[src/rtl/cpu_pkg.sv]
// Shared encodings and default widths for the pipeline memory-port logic.
package cpu_pkg;

    localparam int ADDR_W_DEF     = 32;
    localparam int DATA_W_DEF     = 32;
    localparam int MEM_LAT_DEF    = 2;
    localparam int STARVE_MAX_DEF = 4;

    typedef enum logic [1:0] {
        ST_IDLE  = 2'd0,
        ST_ISSUE = 2'd1,
        ST_WAIT  = 2'd2,
        ST_DONE  = 2'd3
    } state_t;

    typedef enum logic [1:0] {
        OWN_NONE = 2'd0,
        OWN_IF   = 2'd1,
        OWN_DM   = 2'd2
    } owner_t;

endpackage

[src/rtl/mem_lat_timer.sv]
// Loadable down-counter timing the fixed memory read latency.
// Latency: last is a registered decode, high while the count equals 1.
// Backpressure: none; load takes priority over dec, dec stops at zero.
module mem_lat_timer #(
    parameter int MEM_LAT = 2
) (
    input  logic clk,
    input  logic rst,
    input  logic load,
    input  logic dec,
    output logic last
);

    localparam int CW = $clog2(MEM_LAT + 1);

    logic [CW-1:0] cnt_q;

    always_ff @(negedge clk or posedge rst) begin
        if (rst) begin
            cnt_q <= '0;
        end else if (load) begin
            cnt_q <= CW'(MEM_LAT);
        end else if (dec && (cnt_q != '0)) begin
            cnt_q <= cnt_q - CW'(1);
        end
    end

    assign last = (cnt_q == CW'(1));

endmodule

[src/rtl/mem_port_arbiter.sv]
// Shares one fixed-latency memory between the fetch (IF) and data (MEM) stages.
// Latency: request seen in IDLE cycle t is acked in cycle t+MEM_LAT+2.
// Backpressure: requesters hold req until ack; if_stall/mem_stall freeze the pipeline meanwhile.
module mem_port_arbiter
    import cpu_pkg::*;
#(
    parameter int ADDR_W     = ADDR_W_DEF,
    parameter int DATA_W     = DATA_W_DEF,
    parameter int MEM_LAT    = MEM_LAT_DEF,
    parameter int STARVE_MAX = STARVE_MAX_DEF
) (
    input  logic              clk,
    input  logic              rst,
    input  logic              if_req,
    input  logic [ADDR_W-1:0] if_adr,
    output logic              if_ack,
    output logic [DATA_W-1:0] if_rdata,
    input  logic              dm_req,
    input  logic              dm_we,
    input  logic [ADDR_W-1:0] dm_adr,
    input  logic [DATA_W-1:0] dm_wdata,
    output logic              dm_ack,
    output logic [DATA_W-1:0] dm_rdata,
    output logic              mem_en,
    output logic              mem_we,
    output logic [ADDR_W-1:0] mem_adr,
    output logic [DATA_W-1:0] mem_wdata,
    input  logic [DATA_W-1:0] mem_rdata,
    output logic              if_stall,
    output logic              mem_stall
);

    localparam int SW = $clog2(STARVE_MAX + 1);

    state_t            state_q, state_d;
    owner_t            owner_q;
    logic              we_q;
    logic [SW-1:0]     starve_q;
    logic [ADDR_W-1:0] mem_adr_q;
    logic [DATA_W-1:0] mem_wdata_q;
    logic [DATA_W-1:0] if_rdata_q;
    logic [DATA_W-1:0] dm_rdata_q;
    logic              grant;
    logic              pick_dm;
    logic              starved;
    logic              tmr_load;
    logic              tmr_dec;
    logic              tmr_last;
    logic              capture;

    mem_lat_timer #(
        .MEM_LAT(MEM_LAT)
    ) u_lat_timer (
        .clk  (clk),
        .rst  (rst),
        .load (tmr_load),
        .dec  (tmr_dec),
        .last (tmr_last)
    );

    // Data normally wins a tie; fetch wins once data has been granted STARVE_MAX times in a row.
    assign starved = (starve_q == SW'(STARVE_MAX));
    assign pick_dm = dm_req && (!if_req || !starved);
    assign grant   = (state_q == ST_IDLE) && (if_req || dm_req);
    assign capture = (state_q == ST_WAIT) && tmr_last && !we_q;

    always_comb begin
        state_d  = state_q;
        tmr_load = 1'b0;
        tmr_dec  = 1'b0;
        case (state_q)
            ST_IDLE: begin
                if (grant) begin
                    state_d = ST_ISSUE;
                end
            end
            ST_ISSUE: begin
                tmr_load = 1'b1;
                state_d  = ST_WAIT;
            end
            ST_WAIT: begin
                tmr_dec = 1'b1;
                if (tmr_last) begin
                    state_d = ST_DONE;
                end
            end
            ST_DONE: begin
                state_d = ST_IDLE;
            end
            default: begin
                state_d = ST_IDLE;
            end
        endcase
    end

    always_ff @(negedge clk or posedge rst) begin
        if (rst) begin
            state_q <= ST_IDLE;
        end else begin
            state_q <= state_d;
        end
    end

    always_ff @(negedge clk or posedge rst) begin
        if (rst) begin
            owner_q     <= OWN_NONE;
            we_q        <= 1'b0;
            starve_q    <= '0;
            mem_adr_q   <= '0;
            mem_wdata_q <= '0;
            if_rdata_q  <= '0;
            dm_rdata_q  <= '0;
        end else begin
            if (grant) begin
                owner_q   <= pick_dm ? OWN_DM : OWN_IF;
                mem_adr_q <= pick_dm ? dm_adr : if_adr;
                we_q      <= pick_dm && dm_we;
                if (pick_dm) begin
                    mem_wdata_q <= dm_wdata;
                end
                if (pick_dm && if_req) begin
                    if (!starved) begin
                        starve_q <= starve_q + SW'(1);
                    end
                end else begin
                    starve_q <= '0;
                end
            end
            if (capture && (owner_q == OWN_IF)) begin
                if_rdata_q <= mem_rdata;
            end
            if (capture && (owner_q == OWN_DM)) begin
                dm_rdata_q <= mem_rdata;
            end
        end
    end

    assign mem_en    = (state_q == ST_ISSUE);
    assign mem_we    = mem_en && we_q;
    assign mem_adr   = mem_adr_q;
    assign mem_wdata = mem_wdata_q;
    assign if_ack    = (state_q == ST_DONE) && (owner_q == OWN_IF);
    assign dm_ack    = (state_q == ST_DONE) && (owner_q == OWN_DM);
    assign if_rdata  = if_rdata_q;
    assign dm_rdata  = dm_rdata_q;
    assign if_stall  = if_req && !if_ack;
    assign mem_stall = dm_req && !dm_ack;

endmodule

[config.mk]
export PLATFORM = sky130hd
export DESIGN_NAME = mem_port_arbiter
export DESIGN_NICKNAME = d
export VERILOG_FILES = /design/src/rtl/cpu_pkg.sv /design/src/rtl/mem_lat_timer.sv /design/src/rtl/mem_port_arbiter.sv
export SDC_FILE = /design/constraint.sdc
export NUM_CORES = 1
export LEC_CHECK = 0
export CORE_MARGIN = 2
export CORE_UTILIZATION = 56
export CTS_CLUSTER_DIAMETER = 100
export DETAILED_ROUTE_END_ITERATION = 10
export DONT_BUFFER_PORTS = 1
export PLACE_DENSITY = 0.84
export SLEW_MARGIN = 5
export SYNTH_ARGS = -nofsm -noshare
export SYNTH_HDL_FRONTEND = slang
export SYNTH_SLANG_ARGS = --single-unit
[constraint.sdc]
create_clock -name clk -period 4.9 [get_ports clk]
set_clock_uncertainty 0.2 [all_clocks]
set_input_delay 0.98 -clock clk [delete_from_list [all_inputs] [get_ports clk]]
set_output_delay 0.98 -clock clk [all_outputs]
set_load 0.005 [all_outputs]
### After elaboration in Yosys (flattened, before gate mapping)

Index checks and enable logic that the tools add are counted.

| word-level totals | value |
|---|---|
| output and inout port bits | 134 |
| logic and storage cells | 59 |
| flip-flop bits (word level) | 138 |

| operators by class | value |
|---|---|
| muxes and demuxes | 11 |
| add/subtract/negate cells | 2 |
| reductions and logical operators | 27 |
| eq/ne operators | 10 |

Operator list:

| kind | number |
|---|---|
| $mux 32 | 1 |
| $logic_and 1x1->1 | 14 |
| $mux 2 | 5 |
| $pmux 2 s4 | 1 |
| $eq 2x1->1 const B | 3 |
| $eq 2x2->1 const B | 3 |
| $mux 3 | 2 |
| $ne 2x2->1 const B | 3 |
| $reduce_and 2->1 | 3 |
| $logic_not 1->1 | 5 |
| $reduce_bool 2->1 | 2 |
| $add 3x1->3 const B | 1 |
| $eq 3x3->1 const B | 1 |
| $logic_not 2->1 | 1 |
| $logic_or 1x1->1 | 2 |
| $mux 1 | 2 |
| $sub 2x1->2 const B | 1 |

### Longest topological paths before layout

Gate-level depths: netlist (run 1).

| depth | value |
|---|---|
| word-level depth | 7 |
| gate-level depth with buffers | 7 |
| mapped depth without buffers | 5 |

### Hierarchy

From an unflattened synthesis (run 1), not the netlist that was laid out.

| second synthesis, totals | value |
|---|---|
| cells, all modules | 373 |
| area, all modules | 5713.0 um2 |

By module, submodules not included:

| module | area each (um2) | cells each | times used |
|---|---|---|---|
| mem_port_arbiter | 5567.8 | 359 | 1 |
| mem_lat_timer | 145.1 | 14 | 1 |

==> impl_results.rst, run 1 <==
.. list-table::
   :header-rows: 1

   * - Metric
     - Value
   * - Crit path launch type
     - flop
   * - Leakage dissipation
     - between 2 and 3 nW
   * - Post-synthesis register bit count
     - between 100 and 150
   * - Diodes inserted
     - 0
   * - Start point of the worst hold path
     - u_lat_timer.cnt_q[1]$_DFFE_NP0P_
   * - Nets
     - between 500 and 600
   * - Sequential area share after synthesis
     - around 60%
   * - Share of cells above drive strength 1
     - a little under two fifths
   * - Clk_lat worst skew
     - 0.44 ns
   * - Yosys synthesis warning count
     - 0
   * - Count of nets left with antenna violations after detail routing
     - 0
   * - Internal cell power
     - 3.024 mW
   * - Worst supply voltage drop on vdd
     - roughly 0.3 mV
   * - Highest Signal Layer
     - met4
   * - Growth of design area from synthesis to finish
     - 13.62%
   * - Total number of clock tree sinks
     - 138
   * - Residual overflow from global routing
     - 0
   * - Worst-path cell with the longest stage delay
     - dfrtn_1
   * - Placeable core region
     - about 10000 um2
   * - Routed length on met2
     - between 6000 and 7000 um
   * - Effective utilization at floorplan
     - 57.50%
   * - Rows
     - 36
   * - Total via count in the routed design
     - 3,155
   * - Type of destination of the critical path
     - output port
   * - Finish-stage setup viols
     - 5
   * - GRT Overall Usage
     - 23.38%
   * - Total power density per cell area
     - 677.9 nW/um2
   * - Antenna violations before repair
     - 0
   * - Clock tree from TritonCTS
     - done
   * - Total Routed Length
     - 12,250 um
   * - Worst slew pin tran
     - 0.5064 ns
   * - Data arrival at the endpoint of the critical path
     - 3.82 ns
   * - Dominant cells by area after synthesis
     - dfrtn_1, mux2_2, a221o_1, and2_1, buf_6
   * - Filler Cell Count
     - 699
   * - Area of the multi-input gates
     - approximately 2000 um2
   * - Yosys cell types
     - 32
   * - Switching power of the nets
     - 1.305 mW
   * - CP required
     - 3.72 ns
   * - Met3 WL
     - 1135 um
   * - Slew HR
     - approximately two thirds
   * - Classification of the worst setup path
     - reg -> out
   * - First-pass GRT wire length
     - 19,420 um
   * - Number of cells on the worst hold path
     - 1
   * - Post-cts hold buffer count
     - 0
   * - Port Buffers
     - 0
   * - RSZ-0062 raised after global routing
     - yes
   * - Largest net degree at the start of global routing
     - 66
   * - Number of CTS-inserted buffers
     - 17
   * - Portion of total power attributed to sequential cells
     - between 40% and 50%
   * - Class of the tightest hold or removal check
     - reg -> reg
   * - HPWL after DPL
     - slightly below 9000 um
   * - Maximum fanout count along the critical path
     - 4
   * - Endpoints failing hold
     - 0
   * - Switching Fraction
     - between 30% and 40%
   * - Total negative setup slack
     - -0.3750 ns
   * - Worst reg-to-reg setup slack
     - 2.29 ns
   * - FF/Latch Area
     - 3453 um2
   * - Peak per-stage delay on the critical path
     - 0.46 ns
   * - Power Total
     - ~4.3 mW
   * - Number of remaining DRC errors
     - 0
   * - Syn Inst Count
     - around 370
   * - Clock-pin slew on the worst setup and hold paths
     - 0.04 ns
   * - CTS H-tree depth
     - 4
   * - Slack of the critical path
     - -0.1039 ns
   * - Netlist area before placement
     - 5620 um2
   * - Area share of the leading cell type in the synthesized netlist
     - 61.44%
   * - Vias in the first global route
     - 3,531
   * - Chip Height
     - 104.2 um
   * - Max capacitance violation total
     - 0
   * - Die Outline Area
     - 10,850 um2
   * - Hold Path End
     - u_lat_timer.cnt_q[1]$_DFFE_NP0P_
   * - Startpoint of the lowest-slack register-to-register path
     - state_q[1]$_DFFE_NP0P_
   * - Routed wire per std cell
     - 23.33 um
   * - Clock share of power
     - 29.2%
   * - Worst path cell trace
     - ha_2 > and3b_2 > nor2b_2
   * - Status
     - complete, but fails checks
   * - I/O pin count
     - 267
   * - Vias per cell
     - 6.010
   * - Final slew viol count
     - 0
   * - Number of nets in the synthesized netlist
     - 509
   * - Clock tree buffer depth
     - 2
   * - Iteration count of the initial detailed-routing pass
     - 4
   * - Number of cell instances on the worst register-to-register path
     - 6
   * - Routed length on met1
     - approximately 4500 um
   * - Avg Inst Size Synth
     - 15.27 um2
   * - Reg-to-Reg End
     - if_rdata[11]$_DFFE_NP0P_
   * - Total buffers and inverters traversed by the critical path
     - 0
   * - Violations in the final reports
     - negative setup slack
   * - Category of cells accounting for the largest share of critical-path delay
     - flip-flops
   * - Die width
     - 104.2 um
   * - Cell Count Post-Placement
     - just under 500
   * - Number of standard cells in the final layout excluding fillers
     - 525
   * - Buffer cell driving the clock tree root
     - clkbuf_8
   * - Dominant cell type by area after synthesis
     - dfrtn_1
   * - Logic pwr share
     - 23.3%
   * - Iter 0 DRT Violations
     - 141
   * - Routability cong.
     - 0.7648
## synthesized netlist by cell type (all sizes together)
master and instances:
buf 17, nand2b 2, nor3b 2, a32o 2, mux2 97, a31oi 1, nand3b 1, dfrtn 138
o22ai 1, xnor2 1, inv 7, nand2 4, o22a 1, a221o 32, and3b 2, nor2 3
a22o 1, clkbuf 3, a21o 2, a31o 1, ha 8, o21ai 1, and2 34, and3 1
a211o 1, a21oi 2, nor2b 3
## logic make-up (layout without fill, tap and decap cells)
family          after synthesis  count (layout)  synth area share, %
compound gates               45              45                7.614
xor+xnor                      1               1               0.1559
fa+ha+maj                     8               8                1.781
buf+inv                      27              51                3.317
flops                       138             138                61.44
mux                          97              97                19.43
simple gates                 52              52                6.256
## placed cells by master, fill, tap and decap left out, types with 2 or more instances in the layout
master	instances
and3b_2	2
buf_12	3
inv_6	2
inv_1	6
buf_4	9
a21o_1	2
nor2_1	3
mux2_2	91
clkinvlp_4	3
clkinv_2	3
and2_1	30
nand2_1	4
nand2b_1	2
clkbuf_16	16
a32o_1	2
a221o_1	32
clkinv_4	4
nor3b_4	2
dfrtn_1	138
mux2_1	6
bufinv_16	3
nor2b_2	2
ha_1	6
and2_0	3
## through the flow
stage / utilization [%] / hold slack, ns / cell area (um2) / setup slack, ns
2_1_floorplan: - / 0.2195 / 5624 / -0.3404
3_3_place_gp: 58.81 / 0.2319 / 5748 / 0.2295
3_5_place_dp: 58.81 / 0.2561 / 5748 / 0.1804
4_1_cts: 65.13 / 0.2560 / 6366 / -0.1242
5_1_grt: 65.34 / 0.2645 / 6386 / -0.1829
6_report: 65.34 / 0.2537 / 6386 / -0.1039
## layout make-up
type | count | area share [%]
clock buffers | 18 | 6.544
clock inverters | 14 | 2.704
inverters | 7 | 0.4702
multi-input cells | 203 | 31.60
flip-flops and latches | 138 | 54.08
well taps | 133 | 2.606
repair buffers | 12 | 1.998
## power groups by stage
| stage | combinational, mW | clock [mW] | sequential, mW |
|---|---|---|---|
| CTS | 1.00 | 1.29 | 2.07 |
| detailed placement | 0.983 | 0 | 2.08 |
| finish | 1.01 | 1.26 | 2.06 |
| floorplan | 0.828 | 0 | 1.93 |
| global route | 1.11 | 1.34 | 2.11 |
| global placement | 0.911 | 0 | 2.05 |
## state kept, by name, summed over array words and instances (netlist names)
signal	cells
starve_q	3
state_q	2
we_q	1
if_rdata	32
dm_rdata	32
mem_wdata	32
u_lat_timer.cnt_q	2
mem_adr	32
owner_q	2
## repair_timing
item                                   in CTS  in global routing
setup buffers                               2                  1
resized for setup                           6                  2
endpoints found under the hold margin       0                  0
setup endpoints to repair                   5                  5
pin swaps                                   1                  0
## worst max path at each step
stage	start	to	slack [ns]	cells past startpoint
2_1_floorplan	rst	dm_rdata[0]$_DFFE_NP0P_	-0.34	1
3_3_place_gp	dm_req	mem_wdata[21]$_DFFE_NP0P_	0.23	4
3_5_place_dp	dm_req	mem_wdata[22]$_DFFE_NP0P_	0.18	4
4_1_cts	state_q[0]$_DFFE_NP0P_	if_stall	-0.12	3
5_1_grt	state_q[0]$_DFFE_NP0P_	mem_stall	-0.18	3
6_report	state_q[0]$_DFFE_NP0P_	mem_stall	-0.10	3
## per-layer routing
| metal | track usage (%) | vias up |
|---|---|---|
| li1 | - | 1353 |
| met1 | 25.88 | 1610 |
| met2 | 40.60 | 172 |
| met3 | 8.271 | 20 |
| met4 | 10.33 | 0 |
| met5 | 0 | - |
Note: power is estimated with default switching activity, not from simulation.
==> run 2: changes to the inputs <==
--- a/config.mk
+++ b/config.mk
@@ -10,6 +10,7 @@
 export CTS_CLUSTER_DIAMETER = 100
 export DETAILED_ROUTE_END_ITERATION = 10
 export DONT_BUFFER_PORTS = 1
+export GPL_TIMING_DRIVEN = 0
 export PLACE_DENSITY = 0.84
 export SLEW_MARGIN = 5
 export SYNTH_ARGS = -nofsm -noshare
==> run 2 against run 1 <==
Compared with the run above:
- largest cell class unchanged
- the run still ends with negative setup slack left
- routed wire length increased by 2.2%
- final cell count rose by 3.2%
- highest routed layer unchanged
- register-to-register slack improved by 0.18 ns
==> impl_results.rst, run 2 (synthesis gave the netlist of run 1 again) <==
.. list-table::
   :header-rows: 1

   * - Metric
     - Value
   * - Final slew viol count
     - 0 (unchanged)
   * - Endpoints failing hold
     - 0 (unchanged)
   * - RSZ-0062 raised after global routing
     - yes
   * - CP required
     - 3.72 ns (about the same)
   * - Iteration count of the initial detailed-routing pass
     - 4 (unchanged)
   * - Total Routed Length
     - 12,520 um (+2.2%)
   * - Port Buffers
     - 0 (unchanged)
   * - Total via count in the routed design
     - 3,197 (+1.3%)
   * - Number of CTS-inserted buffers
     - 17 (unchanged)
   * - Share of cells above drive strength 1
     - 39.85% (+1.8 points)
   * - Slew HR
     - 40.96% (-25 points)
   * - Placement-stage worst setup slack
     - 0.03561 ns (-0.1448 ns)
   * - Worst supply voltage drop on vdd
     - 0.3088 mV (+2.2%)
   * - Class of the tightest hold or removal check
     - reg -> reg
   * - GRT Overall Usage
     - 24.03% (+0.65 points)
   * - Cell Count Post-Placement
     - 504 (+2.9%)
   * - Iter 0 DRT Violations
     - 144 (+2.1%)
   * - Max capacitance violation total
     - 0 (unchanged)
   * - Rows
     - 36 (unchanged)
   * - Diodes inserted
     - 0 (unchanged)
   * - Classification of the worst setup path
     - reg -> out
   * - I/O pin count
     - 267 (unchanged)
   * - Top library cells by usage in the layout, fill and taps aside
     - dfrtn_1, mux2_2, a221o_1
   * - Die Outline Area
     - 10,850 um2 (unchanged)
   * - Type of destination of the critical path
     - output port
   * - Nets
     - 538 (+3.5%)
   * - Chip Height
     - 104.2 um (unchanged)
   * - Die width
     - 104.2 um (unchanged)
   * - Crit path launch type
     - flop
   * - HPWL after DPL
     - 9319 um (+5.4%)
   * - Leakage dissipation
     - 3.062 nW (+2.9%)
   * - Clock tree from TritonCTS
     - done
   * - Power Total
     - 4.374 mW (+1.0%)
   * - Slack of the critical path
     - -0.09962 ns (+0.004253 ns)
   * - First-pass GRT wire length
     - 19,640 um (+1.1%)
   * - Number of cells on the worst hold path
     - 1 (unchanged)
   * - Vias per cell
     - 5.899 (-1.8%)
   * - Worst slew pin tran
     - 0.8838 ns (+0.3774 ns)
   * - Finish-stage setup viols
     - 5 (unchanged)
   * - Maximum fanout count along the critical path
     - 3 (-1)
   * - Violations in the final reports
     - negative setup slack
   * - Routability cong.
     - 0.7827 (+2.3%)
   * - Effective utilization at floorplan
     - 57.50% (unchanged)
   * - Clock-pin slew on the worst setup and hold paths
     - 0.04 ns (about the same)
   * - Layout Utilization
     - 66.79% (+1.5 points)
   * - Most frequent standard cell in the layout excluding fill and tap cells
     - dfrtn_1
   * - Total number of clock tree sinks
     - 138 (unchanged)
   * - Residual overflow from global routing
     - 0 (unchanged)
   * - Count of nets left with antenna violations after detail routing
     - 0 (unchanged)
   * - Number of remaining DRC errors
     - 0 (unchanged)
   * - Buffer cell driving the clock tree root
     - clkbuf_8
   * - Largest net degree at the start of global routing
     - 43 (-35%)
   * - Clk_lat worst skew
     - 0.44 ns (about the same)
   * - Total power density per cell area
     - 670.0 nW/um2 (-1.2%)
   * - Antenna violations before repair
     - 0 (unchanged)
   * - Vias in the first global route
     - 3,571 (+1.1%)
   * - Number of cell instances on the worst register-to-register path
     - 8 (+2)
   * - Routed wire per std cell
     - 23.10 um (-1.0%)
   * - Status
     - complete, but fails checks
   * - Clock tree buffer depth
     - 2 (unchanged)
   * - Number of standard cells in the final layout excluding fillers
     - 542 (+3.2%)
   * - CTS H-tree depth
     - 4 (unchanged)
   * - Data arrival at the endpoint of the critical path
     - 3.82 ns (about the same)
   * - Growth of design area from synthesis to finish
     - 16.16%
   * - Placeable core region
     - 9774 um2 (unchanged)
   * - Final Hold Slack
     - 0.2578 ns (+0.004103 ns)
   * - Post-cts hold buffer count
     - 0 (unchanged)
[run 2: cell types whose count changed in the layout (fill, tap and decap cells not counted)]
cell and delta:
a31oi_2 +1, a31oi_4 -1, buf_2 +5, buf_4 +1, buf_6 +9, clkbuf_1 +2
clkbuf_8 +3, clkinv_4 -2, clkinvlp_4 +1, inv_6 -2, o21ai_1 +1, o21ai_2 -1
[run 2: what timing repair did]
item	4_1_cts	5_1_grt
setup buffers	4	3
gates resized for setup	8	0
setup endpoints to repair	5	5
pin swaps	1	0
[run 2: power by group]
| part | leakage (nW) | internal (mW) | total [mW] | switching [mW] |
|---|---|---|---|---|
| combinational | 1.01 | 0.617 | 1.05 | 0.431 |
| sequential | 1.76 | 1.65 | 2.05 | 0.397 |
| clock | 0.289 | 0.811 | 1.27 | 0.463 |
[run 2: final timing paths]
check	slack (ns)	startpoint	endpoint
worst max-delay path	-0.1	state_q[1]$_DFFE_NP0P_	if_stall
worst min-delay path	0.26	dm_rdata[31]$_DFFE_NP0P_	dm_rdata[31]$_DFFE_NP0P_
worst max register to register	2.47	state_q[1]$_DFFE_NP0P_	if_rdata[3]$_DFFE_NP0P_
worst min register to register	0.26	dm_rdata[31]$_DFFE_NP0P_	dm_rdata[31]$_DFFE_NP0P_
max in group asynchronous	0.91	rst	dm_rdata[22]$_DFFE_NP0P_
min in group asynchronous	2.72	rst	mem_wdata[8]$_DFFE_NP0P_
[run 2: through the flow]
stage,instance area (um2),TNS [ns]
final,6529,-0.3067
after detailed placement,5851,0
after global routing,6529,-0.5163
after CTS,6506,-0.3401
after floorplan,5624,-46.98
after global placement,5791,-117.98
[run 2: area by class of cell]
type | count | area (um2)
plain buffers | 20 | 160.2
clock buffers | 20 | 455.4
clock inverters | 11 | 145.1
fillers | 698 | 3246
inverters | 7 | 30.03
multi-input cells | 203 | 2006
flip-flops and latches | 138 | 3453
well taps | 133 | 166.4
repair buffers | 10 | 112.6
[run 2: routing by layer]
| layer | global-route usage [%] | wire (um) |
|---|---|---|
| met3 | 8.772 | 1126 |
| met5 | 0 | 0 |
| met4 | 8.687 | 224 |
| met2 | 43.28 | 6841 |
| met1 | 25.87 | 4329 |
[run 2: critical path: stages, from the launching register on]
cell and delay [ns]:
dfrtn_1 0.37, ha_2 0.20, and3b_2 0.24, nor2b_2 0.13
==> run 3: changes to the inputs <==
--- a/config.mk
+++ b/config.mk
@@ -5,13 +5,14 @@
 export SDC_FILE = /design/constraint.sdc
 export NUM_CORES = 1
 export LEC_CHECK = 0
+export CORE_ASPECT_RATIO = 1.5
 export CORE_MARGIN = 2
-export CORE_UTILIZATION = 56
+export CORE_UTILIZATION = 40
 export CTS_CLUSTER_DIAMETER = 100
 export DETAILED_ROUTE_END_ITERATION = 10
 export DONT_BUFFER_PORTS = 1
 export GPL_TIMING_DRIVEN = 0
-export PLACE_DENSITY = 0.84
+export PLACE_DENSITY = 0.66
 export SLEW_MARGIN = 5
 export SYNTH_ARGS = -nofsm -noshare
 export SYNTH_HDL_FRONTEND = slang
==> run 3 against run 2 <==
Compared with the run above:
- the flow still finishes with violations (negative setup slack)
- non-clock buffer count is 4 lower
- setup slack gained 0.037 ns
- first-iteration DRC count decreased by 57%
- largest cell class unchanged
- combinational power shrank 5%
- routed wire length is 2.2% lower
- via count is 1.1% higher
- die area is 39% higher
- critical endpoint is now mem_stall
- sequential cell count is the same
- clock power barely moved
- global-route usage is 8.2 points lower
- register-to-register slack gained 0.11 ns
- design area decreased by 0.21%
- highest routed layer unchanged
==> impl_results.rst, run 3 (synthesis gave the netlist of run 1 again) <==
.. list-table::
   :header-rows: 1

   * - Metric
     - Value
   * - Status
     - complete, but fails checks
   * - Violations in the final reports
     - negative setup slack
   * - Start point of the worst hold path
     - u_lat_timer.cnt_q[1]$_DFFE_NP0P_
   * - Routability cong.
     - 0.7499 (-4.2%)
   * - Clock-pin slew on the worst setup and hold paths
     - 0.04 ns (about the same)
   * - Largest net degree at the start of global routing
     - 44 (+2.3%)
   * - Effective utilization at floorplan
     - 40.55% (-17 points)
   * - Die width
     - 100.8 um (-3.3%)
   * - Reg-to-Reg End
     - mem_wdata[1]$_DFFE_NP0P_
   * - Port Buffers
     - 0 (unchanged)
   * - Hold Path End
     - u_lat_timer.cnt_q[1]$_DFFE_NP0P_
   * - Type of destination of the critical path
     - output port
   * - Data arrival at the endpoint of the critical path
     - 3.78 ns (-0.04 ns)
   * - Finish-stage setup viols
     - 3 (-2)
   * - Max capacitance violation total
     - 0 (unchanged)
   * - Endpoints failing hold
     - 0 (unchanged)
   * - Worst supply voltage drop on vdd
     - 0.2731 mV (-12%)
   * - Rows
     - 53 (+47%)
   * - Most frequent standard cell in the layout excluding fill and tap cells
     - dfrtn_1
   * - Slew HR
     - 69.97% (+29 points)
   * - Antenna violations before repair
     - 0 (unchanged)
   * - Clock tree buffer depth
     - 2 (unchanged)
   * - Share of cells above drive strength 1
     - 39.16% (-0.69 points)
   * - Final slew viol count
     - 0 (unchanged)
   * - Vias in the first global route
     - 3,523 (-1.3%)
   * - I/O pin count
     - 267 (unchanged)
   * - Number of cell instances on the worst register-to-register path
     - 7 (-1)
   * - Total via count in the routed design
     - 3,231 (+1.1%)
   * - Crit path launch type
     - flop
   * - Number of remaining DRC errors
     - 0 (unchanged)
   * - Total negative setup slack
     - -0.1227 ns (+0.1840 ns)
   * - Top library cells by usage in the layout, fill and taps aside
     - dfrtn_1, mux2_2, a221o_1
   * - Number of cells on the worst hold path
     - 1 (unchanged)
   * - Growth of design area from synthesis to finish
     - 15.92%
   * - Chip Height
     - 149.2 um (+43%)
   * - Leakage dissipation
     - 3.039 nW (-0.75%)
   * - Post-DP Area
     - 5891 um2 (+0.68%)
   * - Worst slew pin tran
     - 0.4504 ns (-0.4334 ns)
   * - Slack of the critical path
     - -0.06253 ns (+0.03710 ns)
   * - GRT Overall Usage
     - 15.83% (-8.2 points)
   * - Placeable core region
     - 13,860 um2 (+42%)
   * - Die Outline Area
     - 15,030 um2 (+39%)
   * - Clk_lat worst skew
     - 0.38 ns (-0.06 ns)
   * - RSZ-0062 raised after global routing
     - yes
   * - Nets
     - 534 (-0.74%)
   * - Total Routed Length
     - 12,250 um (-2.2%)
   * - Routed wire per std cell
     - 21.45 um (-7.1%)
   * - Total number of clock tree sinks
     - 138 (unchanged)
   * - Class of the tightest hold or removal check
     - reg -> reg
   * - Maximum fanout count along the critical path
     - 3 (unchanged)
   * - Clock tree from TritonCTS
     - done
   * - HPWL after DPL
     - 9301 um (-0.20%)
   * - First-pass GRT wire length
     - 18,190 um (-7.4%)
   * - Classification of the worst setup path
     - reg -> out
   * - Total power density per cell area
     - 658.0 nW/um2 (-1.8%)
   * - Startpoint of the lowest-slack register-to-register path
     - state_q[0]$_DFFE_NP0P_
   * - Count of nets left with antenna violations after detail routing
     - 0 (unchanged)
   * - CP required
     - 3.72 ns (about the same)
   * - Number of CTS-inserted buffers
     - 17 (unchanged)
   * - Post-cts hold buffer count
     - 0 (unchanged)
   * - Vias per cell
     - 5.658 (-4.1%)
   * - Worst reg-to-reg setup slack
     - 2.58 ns (+0.11 ns)
   * - Fin area
     - 6515 um2 (-0.21%)
   * - Buffer cell driving the clock tree root
     - clkbuf_16
   * - Residual overflow from global routing
     - 0 (unchanged)
   * - Iteration count of the initial detailed-routing pass
     - 4 (unchanged)
   * - Iter 0 DRT Violations
     - 62 (-57%)
   * - CTS H-tree depth
     - 4 (unchanged)
   * - Diodes inserted
     - 0 (unchanged)
==> run 3: cell count changes in the layout (fill, tap and decap cells not counted), moves of 2 or more <==
cell,change
buf_4,-4
clkbuf_8,-2
inv_6,+6
bufinv_16,-2
clkinv_2,-2
==> run 3: area by class of cell <==
| class | instances | area (um2) |
|---|---|---|
| plain buffers | 20 | 160.2 |
| clock buffers | 19 | 452.9 |
| clock inverters | 13 | 131.4 |
| fillers | 1242 | 7345 |
| inverters | 7 | 30.03 |
| multi-input cells | 203 | 1998 |
| flip-flops and latches | 138 | 3453 |
| well taps | 165 | 206.4 |
| repair buffers | 6 | 82.58 |
==> run 3: power by group <==
| part | total [mW] | switching (mW) | internal [mW] |
|---|---|---|---|
| combinational | 0.998 | 0.403 | 0.595 |
| clock | 1.25 | 0.509 | 0.740 |
| sequential | 2.04 | 0.386 | 1.65 |
==> run 3: how the worst max path moves through the flow <==
stage / slack, ns / to / startpoint
2_1_floorplan: -0.34 / dm_rdata[0]$_DFFE_NP0P_ / rst
3_3_place_gp: -0.90 / mem_adr[0]$_DFFE_NP0P_ / rst
3_5_place_dp: 0.06 / mem_wdata[2]$_DFFE_NP0P_ / dm_req
4_1_cts: -0.07 / mem_stall / state_q[0]$_DFFE_NP0P_
5_1_grt: -0.12 / mem_stall / state_q[0]$_DFFE_NP0P_
6_report: -0.06 / mem_stall / state_q[0]$_DFFE_NP0P_
==> run 3: metrics by stage <==
stage	hold WS [ns]	total power [mW]	worst slack (ns)	util, %	instances
2_1_floorplan	0.2195	2.754	-0.3404	-	368
3_3_place_gp	0.2335	2.983	-0.9004	42.07	533
3_5_place_dp	0.2415	3.055	0.05919	42.50	536
4_1_cts	0.2414	4.352	-0.07304	46.97	571
5_1_grt	0.2701	4.544	-0.1157	47.01	571
6_report	0.2418	4.287	-0.06253	47.01	571
==> run 3: repair_timing <==
item                       4_1_cts  5_1_grt
buffers inserted                 3        0
pin swaps                        1        0
gates resized for setup          6        1
setup endpoints to repair        5        5
==> run 3: routing by layer <==
metal	vias to the layer above	share of wire, %	track usage, %	wire (um)
li1	1385	-	-	-
met1	1635	33	15.56	4042
met2	202	54	28.40	6675
met3	9	11	7.310	1377
met4	0	1.2	6.164	152
met5	-	0	0	0
==> run 3: worst max-delay path, stage by stage (launching register included) <==
cell and delay, ns:
dfrtn_1 0.37, ha_2 0.19, and3b_2 0.23, nor2b_2 0.16
